**config.mk**
```make
export PLATFORM = sky130hd
export DESIGN_NAME = keypad_scan_encoder_flat
export DESIGN_NICKNAME = d
export VERILOG_FILES = /design/src/rtl/keypad_pkg.sv /design/src/rtl/keypad_scan_encoder_if.sv /design/src/rtl/keypad_col_scanner.sv /design/src/rtl/keypad_scan_encoder.sv /design/src/flat_wrapper.sv
export SDC_FILE = /design/constraint.sdc
export NUM_CORES = 1
export LEC_CHECK = 0
export CAP_MARGIN = 10
export CORE_ASPECT_RATIO = 1.25
export CORE_MARGIN = 2
export CORE_UTILIZATION = 64
export DETAILED_ROUTE_END_ITERATION = 7
export PLACE_DENSITY = 0.94
export SLEW_MARGIN = 20
export SYNTH_ARGS = -nofsm -noshare
export SYNTH_HDL_FRONTEND = slang
export SYNTH_SLANG_ARGS = --single-unit
```
**constraint.sdc**
```tcl
create_clock -name clk -period 4.5 [get_ports clk]
set_input_delay 0.9 -clock clk [delete_from_list [all_inputs] [get_ports clk]]
set_output_delay 0.9 -clock clk [all_outputs]
set_load 0.01 [all_outputs]
```
**src/rtl/keypad_pkg.sv**
```systemverilog
// Shared types and key-code helpers for the 4x4 keypad scan encoder.
// Codes match what the calculator's key decoder expects.
package keypad_pkg;

   localparam logic [3:0] KEY_A    = 4'd10;
   localparam logic [3:0] KEY_B    = 4'd11;
   localparam logic [3:0] KEY_C    = 4'd12;
   localparam logic [3:0] KEY_D    = 4'd13;
   localparam logic [3:0] KEY_STAR = 4'd14;
   localparam logic [3:0] KEY_HASH = 4'd15;

   typedef enum logic [1:0] {
      IDLE,
      DEBOUNCE,
      PRESSED,
      RELEASE
   } key_state_t;

   typedef enum logic [1:0] {
      SCAN_NONE,
      SCAN_SINGLE,
      SCAN_MULTI
   } scan_kind_t;

   // Physical layout: row0 "1 2 3 A", row1 "4 5 6 B", row2 "7 8 9 C", row3 "* 0 # D"
   function automatic logic [3:0] key_code(input logic [1:0] row, input logic [1:0] col);
      logic [3:0] code;
      code = 4'd0;
      case ({row, col})
         4'h0: code = 4'd1;
         4'h1: code = 4'd2;
         4'h2: code = 4'd3;
         4'h3: code = KEY_A;
         4'h4: code = 4'd4;
         4'h5: code = 4'd5;
         4'h6: code = 4'd6;
         4'h7: code = KEY_B;
         4'h8: code = 4'd7;
         4'h9: code = 4'd8;
         4'hA: code = 4'd9;
         4'hB: code = KEY_C;
         4'hC: code = KEY_STAR;
         4'hD: code = 4'd0;
         4'hE: code = KEY_HASH;
         4'hF: code = KEY_D;
      endcase
      return code;
   endfunction

endpackage

```
**src/rtl/keypad_scan_encoder_if.sv**
```systemverilog
// Keypad pin and key-event bundle; slave is the encoder, master is the board/consumer side.
interface keypad_scan_encoder_if;

   logic [3:0] row_in;
   logic [3:0] col_out;
   logic [3:0] keypressed;
   logic       key_valid;
   logic       key_held;

   modport master (
      output row_in,
      input  col_out,
      input  keypressed,
      input  key_valid,
      input  key_held
   );

   modport slave (
      input  row_in,
      output col_out,
      output keypressed,
      output key_valid,
      output key_held
   );

endinterface

```
**src/rtl/keypad_col_scanner.sv**
```systemverilog
// Column drive and row sampling: produces one none/single/multi result per full 4-column scan.
module keypad_col_scanner
   import keypad_pkg::*;
#(
   parameter int SCAN_DIV = 50000
) (
   input  logic       clk,
   input  logic       rst_n,
   input  logic [3:0] row_in,
   output logic [3:0] col_out,
   output logic       scan_done,
   output scan_kind_t scan_kind,
   output logic [3:0] scan_code
);

   localparam int DW = (SCAN_DIV > 1) ? $clog2(SCAN_DIV) : 1;
   localparam logic [DW-1:0] DWELL_LAST = DW'(SCAN_DIV - 1);

   logic [3:0]    row_meta;
   logic [3:0]    row_sync;
   logic [DW-1:0] dwell;
   logic [1:0]    col;
   logic [1:0]    next_col;
   logic [1:0]    acc_hits;
   logic [3:0]    acc_code;
   logic [3:0]    row_low;
   logic [2:0]    low_cnt;
   logic [1:0]    low_row;
   logic [2:0]    hit_sum;
   logic [1:0]    merged_hits;
   logic [3:0]    merged_code;
   logic          last_dwell;

   // Fold this column's rows into the running scan tally; hits saturate at 2 (= multi)
   always_comb begin
      row_low     = ~row_sync;
      low_cnt     = {2'b00, row_low[0]} + {2'b00, row_low[1]}
                  + {2'b00, row_low[2]} + {2'b00, row_low[3]};
      low_row     = 2'd0;
      for (int r = 3; r >= 0; r--) begin
         if (row_low[r]) low_row = 2'(r);
      end
      hit_sum     = {1'b0, acc_hits} + low_cnt;
      merged_hits = (hit_sum >= 3'd2) ? 2'd2 : hit_sum[1:0];
      merged_code = (low_cnt == 3'd1) ? key_code(low_row, col) : acc_code;
      next_col    = col + 2'd1;
      last_dwell  = (dwell == DWELL_LAST);
   end

   // Rows are only trusted on the last dwell cycle, long after the synchronizer has settled
   always_ff @(posedge clk or negedge rst_n) begin
      if (!rst_n) begin
         row_meta  <= 4'hF;
         row_sync  <= 4'hF;
         dwell     <= '0;
         col       <= 2'd0;
         col_out   <= 4'b1110;
         acc_hits  <= 2'd0;
         acc_code  <= 4'd0;
         scan_done <= 1'b0;
         scan_kind <= SCAN_NONE;
         scan_code <= 4'd0;
      end else begin
         row_meta  <= row_in;
         row_sync  <= row_meta;
         scan_done <= 1'b0;
         if (last_dwell) begin
            dwell   <= '0;
            col     <= next_col;
            col_out <= ~(4'b0001 << next_col);
            if (col == 2'd3) begin
               scan_done <= 1'b1;
               scan_code <= merged_code;
               acc_hits  <= 2'd0;
               acc_code  <= 4'd0;
               case (merged_hits)
                  2'd0:    scan_kind <= SCAN_NONE;
                  2'd1:    scan_kind <= SCAN_SINGLE;
                  default: scan_kind <= SCAN_MULTI;
               endcase
            end else begin
               acc_hits <= merged_hits;
               acc_code <= merged_code;
            end
         end else begin
            dwell <= dwell + DW'(1);
         end
      end
   end

endmodule

```
**src/rtl/keypad_scan_encoder.sv**
```systemverilog
// 4x4 keypad scanner with scan-level debounce; emits one key_valid strobe per accepted press.
module keypad_scan_encoder
   import keypad_pkg::*;
#(
   parameter int SCAN_DIV       = 50000,
   parameter int DEBOUNCE_SCANS = 10
) (
   input  logic                  clk,
   input  logic                  rst_n,
   keypad_scan_encoder_if.slave  kp
);

   localparam int CW = $clog2(DEBOUNCE_SCANS + 1);
   localparam logic [CW-1:0] CNT_LAST = CW'(DEBOUNCE_SCANS - 1);

   logic        scan_done;
   scan_kind_t  scan_kind;
   logic [3:0]  scan_code;
   key_state_t  state;
   logic [CW-1:0] cnt;
   logic [3:0]  cand;
   logic [3:0]  keypressed_r;
   logic        key_valid_r;
   logic        key_held_r;

   keypad_col_scanner #(.SCAN_DIV(SCAN_DIV)) u_scanner (
      .clk       (clk),
      .rst_n     (rst_n),
      .row_in    (kp.row_in),
      .col_out   (kp.col_out),
      .scan_done (scan_done),
      .scan_kind (scan_kind),
      .scan_code (scan_code)
   );

   // Debounce FSM advances once per completed scan; multi-key scans never count as a press
   always_ff @(posedge clk or negedge rst_n) begin
      if (!rst_n) begin
         state        <= IDLE;
         cnt          <= '0;
         cand         <= 4'd0;
         keypressed_r <= 4'd0;
         key_valid_r  <= 1'b0;
         key_held_r   <= 1'b0;
      end else begin
         key_valid_r <= 1'b0;
         if (scan_done) begin
            case (state)
               IDLE: begin
                  if (scan_kind == SCAN_SINGLE) begin
                     cand  <= scan_code;
                     cnt   <= CW'(1);
                     state <= DEBOUNCE;
                  end
               end
               DEBOUNCE: begin
                  if (scan_kind == SCAN_SINGLE && scan_code == cand) begin
                     if (cnt >= CNT_LAST) begin
                        cnt          <= CW'(DEBOUNCE_SCANS);
                        keypressed_r <= cand;
                        key_valid_r  <= 1'b1;
                        key_held_r   <= 1'b1;
                        state        <= PRESSED;
                     end else begin
                        cnt <= cnt + CW'(1);
                     end
                  end else if (scan_kind == SCAN_SINGLE) begin
                     cand <= scan_code;
                     cnt  <= CW'(1);
                  end else begin
                     cnt   <= '0;
                     state <= IDLE;
                  end
               end
               PRESSED: begin
                  if (scan_kind == SCAN_NONE) begin
                     cnt   <= CW'(1);
                     state <= RELEASE;
                  end
               end
               RELEASE: begin
                  if (scan_kind == SCAN_NONE) begin
                     if (cnt >= CNT_LAST) begin
                        cnt        <= '0;
                        key_held_r <= 1'b0;
                        state      <= IDLE;
                     end else begin
                        cnt <= cnt + CW'(1);
                     end
                  end else begin
                     state <= PRESSED;
                  end
               end
               default: state <= IDLE;
            endcase
         end
      end
   end

   assign kp.keypressed = keypressed_r;
   assign kp.key_valid  = key_valid_r;
   assign kp.key_held   = key_held_r;

endmodule
```
**src/flat_wrapper.sv**
```systemverilog
// flat-port wrapper written by rule: the top's interface ports become plain ports
module keypad_scan_encoder_flat import keypad_pkg::*;
#(
   parameter int SCAN_DIV       = 50000,
   parameter int DEBOUNCE_SCANS = 10
)
  (clk, rst_n, kp_row_in, kp_col_out, kp_keypressed, kp_key_valid, kp_key_held);
  keypad_scan_encoder_if kp_i ();
  input  logic clk;
  input  logic rst_n;
  input wire logic [$bits(kp_i.row_in)-1:0] kp_row_in;
  output wire logic [$bits(kp_i.col_out)-1:0] kp_col_out;
  output wire logic [$bits(kp_i.keypressed)-1:0] kp_keypressed;
  output wire logic [$bits(kp_i.key_valid)-1:0] kp_key_valid;
  output wire logic [$bits(kp_i.key_held)-1:0] kp_key_held;
  assign kp_i.row_in = kp_row_in;
  assign kp_col_out = kp_i.col_out;
  assign kp_keypressed = kp_i.keypressed;
  assign kp_key_valid = kp_i.key_valid;
  assign kp_key_held = kp_i.key_held;
  keypad_scan_encoder #(.SCAN_DIV(SCAN_DIV), .DEBOUNCE_SCANS(DEBOUNCE_SCANS)) u_core (.clk(clk), .rst_n(rst_n), .kp(kp_i));
endmodule
```
==> impl_metrics.ini <==
[sta]
skew_ns = 0.00569
setup_violations = 0
rsz0062_at_grt = no
finalHoldViolations = 0
slew_headroom = 0.501
worst_pin_slew_ns = 0.749
period_needed_ns = 2.85
fin_tns_setup_ns = 0
finalCritPeriodShare = 0.634
max_freq_ghz = 0.351
finalWorstSetupSlack_ns = 1.65
slew_violations = 0

[yosys]
synth_ff_type = dfrtp_1
synth_simple_gate_area_share = 0.179
synth_xor_area_frac = 0.0622
yosysUniqueCellTypes = 54
synth_fa_ha_area_frac = 0.0728
synth_cells = 270
synth_edf_count = 0
yosysTopAreaCell = dfrtp_1
synth_fp_nets = 292
postSynth.asyncResetShare = 1.00
synth_top_area_share = 0.406
synth-seq-cells = 59
yosysSeqAreaShare = 0.504
synth_top_family_by_area = simple AND/OR/NAND/NOR gates
synth_compound_area_frac = 0.104
netlist_area_um2 = 2960
syn_area_per_cell_um2 = 11.0
ys.warnings.count = 0
synth_area_leaders = dfrtp_1, dfstp_2, ha_1
synth_mux_area_frac = 0.0474

[worst_setup_path]
cp_data_arrival_time_ns = 3.07
r2r-start = u_core.u_scanner.row_sync[0]
setup.worst_path.end_class = register
r2r_slack_ns = 1.65
required_ns = 4.72
start_kind = register
timing.rr.end = u_core.u_scanner.scan_code[3]
ff2ff_path_depth = 7
crit_type = reg2reg
cp_max_fo = 7

[drt]
drc = 0
wl_um = 5270
drt_pre_antenna_iters = 4
vias_per_cell = 5.95
ant_nets = 0
wl_per_cell_um = 15.0
vias = 2093
first_iter_violations = 124

[flow_run]
maxCapViolCount = 0

[place]
dp_cells = 336
dp_slack_ns = 1.65
place_hpwl_um = 3690
place_congestion = 0.817
port_buffers = 15

[power]
switching_power_mw = 0.224
vdd_drop_max_mv = 0.251
p_int_mw = 0.816
power_density_nw_per_um2 = 313
pwr-share-clk = 0.433
p_seq_frac = 0.520
power.leakage_nw = 1.51
swShare = 0.216
comb_power_share = 0.047
total_power_mw = 1.04

[cts]
cts_tree = yes
cts_max_level = 3
ctsHoldBuffers = 0
cts_made_buffers = 9
cts_buffer_depth = 2
clk_latency_ns = 0.33
post_cts_resized = 0
clkTransAtPathRegs_ns = 0.06
cts_root_buf = clkbuf_8
clock-sinks = 59
cts_setup_buffers = 0

[floorplan]
start_util = 0.668
io_pins = 16
die_area_um2 = 5180
coreArea_um2 = 4430
rows = 27
die_h_um = 80.0
die-width_um = 64.8

[finish]
syn_to_final_growth_pct = 12.5
drive_gt1_frac = 0.150
num-nets-final = 311
n_antenna_cell = 0
nFillCells = 310
final_cell_count_no_fill = 352
final_common_cell = dfrtp_1
mostFrequentLayoutCells = dfrtp_1, nand2_1, nor2_1

[min_path]
min_from = u_core.u_scanner.row_meta[2]
hold-path-endpoint = u_core.u_scanner.row_sync[2]
hp-class = reg2reg
holdPathStages = 0

[global_routing]
gr-total-overflow = 0
antenna_found_initial = 0
grt_pass1_wl_um = 9110
grt_util_all_layers = 0.234
grt_pass1_vias = 2005
grt_max_degree = 60

[status]
outcome = finished clean
## stage by stage
stage / util / hold slack (ns) / area (um2)
finish: 0.752 / 0.355 / 3330
global route: 0.752 / 0.363 / 3330
CTS: 0.752 / 0.357 / 3330
detailed placement: 0.709 / 0.349 / 3140
global placement: 0.709 / 0.346 / 3140
floorplan: - / 0.345 / 2960
## how the worst max path moves through the flow
stage / startpoint / to / slack, ns
6_report: u_core.u_scanner.row_sync[0] / u_core.u_scanner.scan_code[3] / 1.65
2_1_floorplan: u_core.u_scanner.row_sync[1] / u_core.u_scanner.scan_code[2] / 1.69
5_1_grt: u_core.u_scanner.row_sync[0] / u_core.u_scanner.scan_code[3] / 1.49
3_3_place_gp: u_core.u_scanner.row_sync[1] / u_core.u_scanner.scan_code[2] / 1.82
4_1_cts: u_core.u_scanner.row_sync[0] / u_core.u_scanner.scan_code[3] / 1.65
3_5_place_dp: u_core.u_scanner.row_sync[0] / u_core.u_scanner.scan_code[3] / 1.65
## flip-flops by register name, summed over array words and instances (netlist names)
| signal | cells |
|---|---|
| u_core.u_scanner.dwell | 16 |
| u_core.kp.key_valid | 1 |
| u_core.u_scanner.scan_kind | 2 |
| u_core.u_scanner.scan_code | 4 |
| u_core.kp.key_held | 1 |
| u_core.u_scanner.col_out | 4 |
| u_core.u_scanner.row_meta | 4 |
| u_core.u_scanner.acc_code | 4 |
| u_core.u_scanner.acc_hits | 2 |
| u_core.kp.keypressed | 4 |
| u_core.u_scanner.col | 2 |
| u_core.u_scanner.row_sync | 4 |
| u_core.u_scanner.scan_done | 1 |
| u_core.cand | 4 |
| u_core.cnt | 4 |
| u_core.state | 2 |
## layout make-up
cell class	count	area, um2	area share
well taps	58	72.6	0.0218
clock inverters	1	5.00	0.00150
multi-input cells	191	1380	0.414
repair buffers	16	153	0.0459
clock buffers	15	186	0.0560
inverters	12	45.0	0.0135
flip-flops and latches	59	1490	0.448
## power groups by stage
stage                     combinational [mW]  clock (mW)  sequential, mW
final                                 0.0488       0.450           0.542
after global routing                  0.0552       0.485           0.542
after CTS                             0.0496       0.458           0.541
after detailed placement              0.0495           0           0.551
after global placement                0.0456           0           0.550
after floorplan                       0.0282           0           0.549
## cells by family after synthesis
group / count (synthesis)
AND/OR/NAND/NOR: 95
flip-flops: 59
AO/OA/AOI/OAI: 47
XOR/XNOR: 21
buffers and inverters: 20
adder cells (fa/ha/maj): 16
multiplexers: 12
## metal layers
layer	up-vias	GRT usage	wire length (um)
met2	71	0.396	2790
met1	1014	0.263	2120
met3	11	0.0691	258
li1	997	-	-
met4	0	0.126	97
met5	-	0	0
## worst max-delay path: stages (launching register included)
cell and delay (ns):
dfstp_2 0.58, inv_1 0.09, fa_1 0.49, ha_1 0.21, ha_1 0.32, nor3b_1 0.57
a31oi_1 0.18, mux2_4 0.29
## Yosys cell counts (3+ instances only)
| cell type | count |
|---|---|
| nor3b_1 | 4 |
| o221ai_1 | 3 |
| dfstp_2 | 11 |
| o21ai_0 | 13 |
| ha_1 | 14 |
| xnor2_1 | 7 |
| a31oi_1 | 6 |
| clkbuf_1 | 5 |
| nand2b_1 | 3 |
| xor2_1 | 14 |
| inv_1 | 12 |
| nand2_1 | 25 |
| nand3_1 | 12 |
| mux2_2 | 8 |
| a21oi_1 | 10 |
| nor2_1 | 19 |
| nand4_1 | 6 |
| and2_1 | 3 |
| dfrtp_1 | 48 |
Note: power is estimated with default switching activity, not from simulation.
==> edit 1: new RTL, same settings <==
Make the reset (`rst_n`) synchronous in 2 clocked blocks.
--- a/src/rtl/keypad_col_scanner.sv
+++ b/src/rtl/keypad_col_scanner.sv
@@ -48,7 +48,7 @@
    end
 
    // Rows are only trusted on the last dwell cycle, long after the synchronizer has settled
-   always_ff @(posedge clk or negedge rst_n) begin
+   always_ff @(posedge clk) begin
       if (!rst_n) begin
          row_meta  <= 4'hF;
          row_sync  <= 4'hF;
--- a/src/rtl/keypad_scan_encoder.sv
+++ b/src/rtl/keypad_scan_encoder.sv
@@ -34,7 +34,7 @@
    );
 
    // Debounce FSM advances once per completed scan; multi-key scans never count as a press
-   always_ff @(posedge clk or negedge rst_n) begin
+   always_ff @(posedge clk) begin
       if (!rst_n) begin
          state        <= IDLE;
          cnt          <= '0;
Formal check against the unedited RTL: same outputs for any inputs over 10 cycles, from zero or initial values and one cycle with rst_n low; that may be too few to reach the edited logic, so the function may still have changed.
==> edit 1 against the original RTL <==
Cell area is 3.8% lower; maximum frequency is 1.9% higher; global-route usage is 2.4 points higher; synthesized area is 3.0% lower; routed wire length is 5.8% higher; first-iteration DRC count is 75% higher; setup slack better by 0.054 ns; sequential cell count stayed put; critical path type unchanged; power is 5.8% lower; largest cell class is now multi-input combinational cells.
==> edit 1: results (changes against the original RTL) <==
- Status: completed (unchanged)
- The data arrival time of the worst path was 3.06 ns (was 3.07 ns).
* Synth Flop Type: sky130_fd_sc_hd__dfxtp_1 (was sky130_fd_sc_hd__dfrtp_1)
* Highest-delay cell along the critical path: sky130_fd_sc_hd__nor3b_1 (was sky130_fd_sc_hd__dfstp_2)
* Top cells by instance count after synthesis: sky130_fd_sc_hd__dfxtp_1, sky130_fd_sc_hd__nand2_1, sky130_fd_sc_hd__nor2_1 (was sky130_fd_sc_hd__dfrtp_1, sky130_fd_sc_hd__nand2_1, sky130_fd_sc_hd__nor2_1)
* Wire length of the first global-routing pass: 10,010 um (was 9108 um)
- The longest individual stage delay on the worst path came to 0.51 ns (was 0.58 ns).
* Post-layout minimum cycle time: 2.798 ns (was 2.853 ns)
- Met3 wire length: 215 um (was 258 um)
- The fraction of registers with async set or reset after synthesis came to 0% (was 100.0%).
- The placed wire-length estimate after detailed placement was 3852 um (was 3691 um).
- The cell chosen for the clock root was sky130_fd_sc_hd__clkbuf_8 (unchanged).
* Number of violations reported at the end of detailed-routing iteration 0: 217 (was 124)
- Highest routing layer actually used: met4 (unchanged)
- Total routing resource utilization after global routing: 25.81% (was 23.37%)
* Most common cell in the synthesized netlist: sky130_fd_sc_hd__dfxtp_1 (was sky130_fd_sc_hd__dfrtp_1)
- The number of antenna cells inserted is 0 (unchanged).
- Total routed wire length on the met1 layer: 2298 um (was 2118 um)
* Maximum number of pins on one net before global-route repair: 36 (was 60)
- The number of nets in the layout is 350 (was 311).
- Switching fraction of total power: 22.94% (was 21.57%)
- The vias after detailed routing was 2,259 (was 2,093).
* Vias in the first global route: 2,212 (was 2,005)
- The average wire length per cell after detail routing is 14.28 um (was 14.96 um).
- The class of the tightest hold or removal check was reg2reg (unchanged).
- GPL Wtd Cong: 0.8344 (was 0.8171)
* Worst-case clock skew: 0.008036 ns (was 0.005687 ns)
- Static leakage: 1.265 nW (was 1.513 nW)
- Share of cells above drive strength 1: 7.229% (was 14.97%)
- The total nets after synthesis came to 335 (was 292).
* Worst slew margin: 46.48% (was 50.06%)
- The number of levels in the clock H-tree was 3 (unchanged).
- Dominant cells by area after synthesis: sky130_fd_sc_hd__dfxtp_1, sky130_fd_sc_hd__ha_1, sky130_fd_sc_hd__nand2_1, sky130_fd_sc_hd__nor2_1, sky130_fd_sc_hd__xnor2_1 (was sky130_fd_sc_hd__dfrtp_1, sky130_fd_sc_hd__dfstp_2, sky130_fd_sc_hd__ha_1, sky130_fd_sc_hd__xor2_1, sky130_fd_sc_hd__nand2_1).
- Met2 wire length: 2903 um (was 2791 um)
- The highest ir drop seen on vdd is 235.1 uV (was 251.1 uV).
- The register area share after synthesis was 41.17% (was 50.38%).
[edit 1: worst paths after layout]
path / from / to / slack, ns / cells after the start
worst max register to register: u_core.u_scanner.row_sync[0] / u_core.u_scanner.acc_code[3] / 1.70 / 9
worst max-delay path: u_core.u_scanner.row_sync[0] / u_core.u_scanner.acc_code[3] / 1.70 / 9
worst min register to register: u_core.u_scanner.row_meta[1] / u_core.u_scanner.row_sync[1] / 0.41 / 1
worst min-delay path: u_core.u_scanner.row_meta[1] / u_core.u_scanner.row_sync[1] / 0.41 / 1
[edit 1: metrics by stage]
stage	power [mW]	util, %	setup slack (ns)	instance area [um^2]	std cells
floorplan	0.5750	-	1.923	2869	313
global placement	0.5853	69.80	1.864	3042	375
detailed placement	0.5882	69.80	1.718	3042	375
CTS	0.9871	73.47	1.742	3202	390
global route	1.014	73.47	1.466	3202	390
finish	0.9806	73.47	1.702	3202	390
[edit 1: power groups by stage]
stage	sequential [mW]	combinational (mW)	clock, mW
after floorplan	0.543	0.0321	0
after global placement	0.544	0.0417	0
after detailed placement	0.544	0.0442	0
after CTS	0.532	0.0445	0.410
after global routing	0.533	0.0511	0.430
final	0.533	0.0451	0.403
[edit 1: worst reg2reg max path, delay by kind of cell, from the launching register on]
| kind | cells | cell delay (ns) |
|---|---|---|
| compound gates | 2 | 0.44 |
| buf+inv | 1 | 0.11 |
| simple gates | 3 | 0.71 |
| fa+ha+maj | 3 | 1.04 |
| flops | 1 | 0.43 |
[edit 1: layout make-up]
type	count	area (um^2)
clock inverters	3	15.01
repair buffers	16	157.7
fillers	311	1156
flip-flops and latches	59	1181
well taps	58	72.57
clock buffers	12	145.1
multi-input cells	230	1585
inverters	12	45.04
[edit 1: cell families after synthesis]
| group | after synthesis | synth area share (%) |
|---|---|---|
| AND/OR/NAND/NOR | 130 | 25.21 |
| adder cells (fa/ha/maj) | 16 | 7.501 |
| buffers and inverters | 24 | 3.576 |
| multiplexers | 9 | 3.140 |
| AO/OA/AOI/OAI | 55 | 13.30 |
| flip-flops | 59 | 41.17 |
| XOR/XNOR | 20 | 6.106 |
[edit 1: metal layers]
metal	global-route usage, %	up-vias
met1	27.93	1059
met5	0	-
met3	6.232	14
met2	44.69	58
li1	-	1128
met4	16.30	0
==> edit 2: new RTL, config.mk and constraints unchanged <==
Made on the original files. `DEBOUNCE_SCANS` is set to 10 in 2 places; all go to 9.
--- a/src/rtl/keypad_scan_encoder.sv
+++ b/src/rtl/keypad_scan_encoder.sv
@@ -3,7 +3,7 @@
    import keypad_pkg::*;
 #(
    parameter int SCAN_DIV       = 50000,
-   parameter int DEBOUNCE_SCANS = 10
+   parameter int DEBOUNCE_SCANS = 9
 ) (
    input  logic                  clk,
    input  logic                  rst_n,
--- a/src/flat_wrapper.sv
+++ b/src/flat_wrapper.sv
@@ -2,7 +2,7 @@
 module keypad_scan_encoder_flat import keypad_pkg::*;
 #(
    parameter int SCAN_DIV       = 50000,
-   parameter int DEBOUNCE_SCANS = 10
+   parameter int DEBOUNCE_SCANS = 9
 )
   (clk, rst_n, kp_row_in, kp_col_out, kp_keypressed, kp_key_valid, kp_key_held);
   keypad_scan_encoder_if kp_i ();
Behaviour: same outputs for any inputs over 10 cycles, from zero or initial values and one cycle with rst_n low; that may be too few to reach the edited logic, so the function may still have changed.
==> edit 2 against the original RTL <==
Combinational power is 1% lower; cell area up 0.23%; sequential cell count stayed put; clock power up 7.1%; cell count is 2.8% higher; power rose by 3.0%; utilization rose by 0.17 points; synthesized area is 0.55% lower; routed wire length up 4.9%; global-route usage rose by 0.36 points; setup slack improved by 0.0036 ns; largest power group unchanged.
==> edit 2: results (changes against the original RTL) <==
* Status: completed (unchanged)
- Layout Utilization: 75.37% (was 75.21%)
* Internal portion of total power: 0.8393 mW (was 0.8161 mW)
- Share of cells above drive strength 1: 13.16% (was 14.97%)
- The adder-cell share of the synthesized area was 6.891% (was 7.276%).
- Fraction of area in registers: 44.67% (was 44.77%)
- The average wire length per cell after detail routing was 15.26 um (was 14.96 um).
- The switching part of the total came to 21.66% (was 21.57%).
* Filler Cells Inserted: 279 (was 310)
* Non-CTS inverters: 11 (was 12)
* Reg2Reg Capture Point: u_core.u_scanner.acc_code[2] (was u_core.u_scanner.scan_code[3])
* Number of different library cells in the post-synthesis netlist: 51 (was 54)
- Dominant cells by area after synthesis: sky130_fd_sc_hd__dfrtp_1, sky130_fd_sc_hd__dfstp_2, sky130_fd_sc_hd__ha_1, sky130_fd_sc_hd__nand2_1, sky130_fd_sc_hd__o21ai_0 (was sky130_fd_sc_hd__dfrtp_1, sky130_fd_sc_hd__dfstp_2, sky130_fd_sc_hd__ha_1, sky130_fd_sc_hd__xor2_1, sky130_fd_sc_hd__nand2_1)
- Wire length of the first global-routing pass: 9183 um (was 9108 um)
- Data arrival at the endpoint of the critical path: 3.09 ns (was 3.07 ns)
* Nets in the synthesized netlist: 300 (was 292)
- Fin Hold WS: 0.3563 ns (was 0.3553 ns)
- The post-detailed-placement cell area came to 3138 um^2 (was 3137 um^2).
* Number of nets at the end of the flow: 320 (was 311)
- Area fraction in compound gates after synthesis: 12.93% (was 10.36%)
* Total routing resource utilization after global routing: 23.73% (was 23.37%)
- The fraction of synthesized cell area in xor and xnor cells is 5.359% (was 6.218%).
- Mux cell area share after synthesis: 3.403% (was 4.738%)
- Max rail drop VDD: 259.6 uV (was 251.1 uV)
* HPWL after detailed placement: 3645 um (was 3691 um)
- The overall die width is 64.64 um (was 64.81 um).
- The count of routing violations after the opening detailed-route iteration was 156 (was 124).
* GPL Wtd Cong: 0.8628 (was 0.8171)
- Number of combinational gates with multiple inputs: 202 (was 191)
- Power in the clock group: 0.482 mW (was 0.450 mW)
==> edit 2: cell types whose count changed after synthesis, moves of 4 or more <==
cell	delta
sky130_fd_sc_hd__o21ai_1	+4
sky130_fd_sc_hd__nand2_1	+5
sky130_fd_sc_hd__o31ai_1	+5
sky130_fd_sc_hd__or3_1	+4
sky130_fd_sc_hd__a2bb2oi_1	+4
sky130_fd_sc_hd__o21ai_0	+7
sky130_fd_sc_hd__nand3_1	-4
==> edit 2: routing by layer <==
metal | track usage (%) | wire length (um) | vias up
met1 | 26.62 | 2316 | 1062
met5 | 0 | 0 | -
met4 | 11.91 | 120 | 0
met3 | 7.052 | 173 | 14
li1 | - | - | 1033
met2 | 40.83 | 2913 | 40
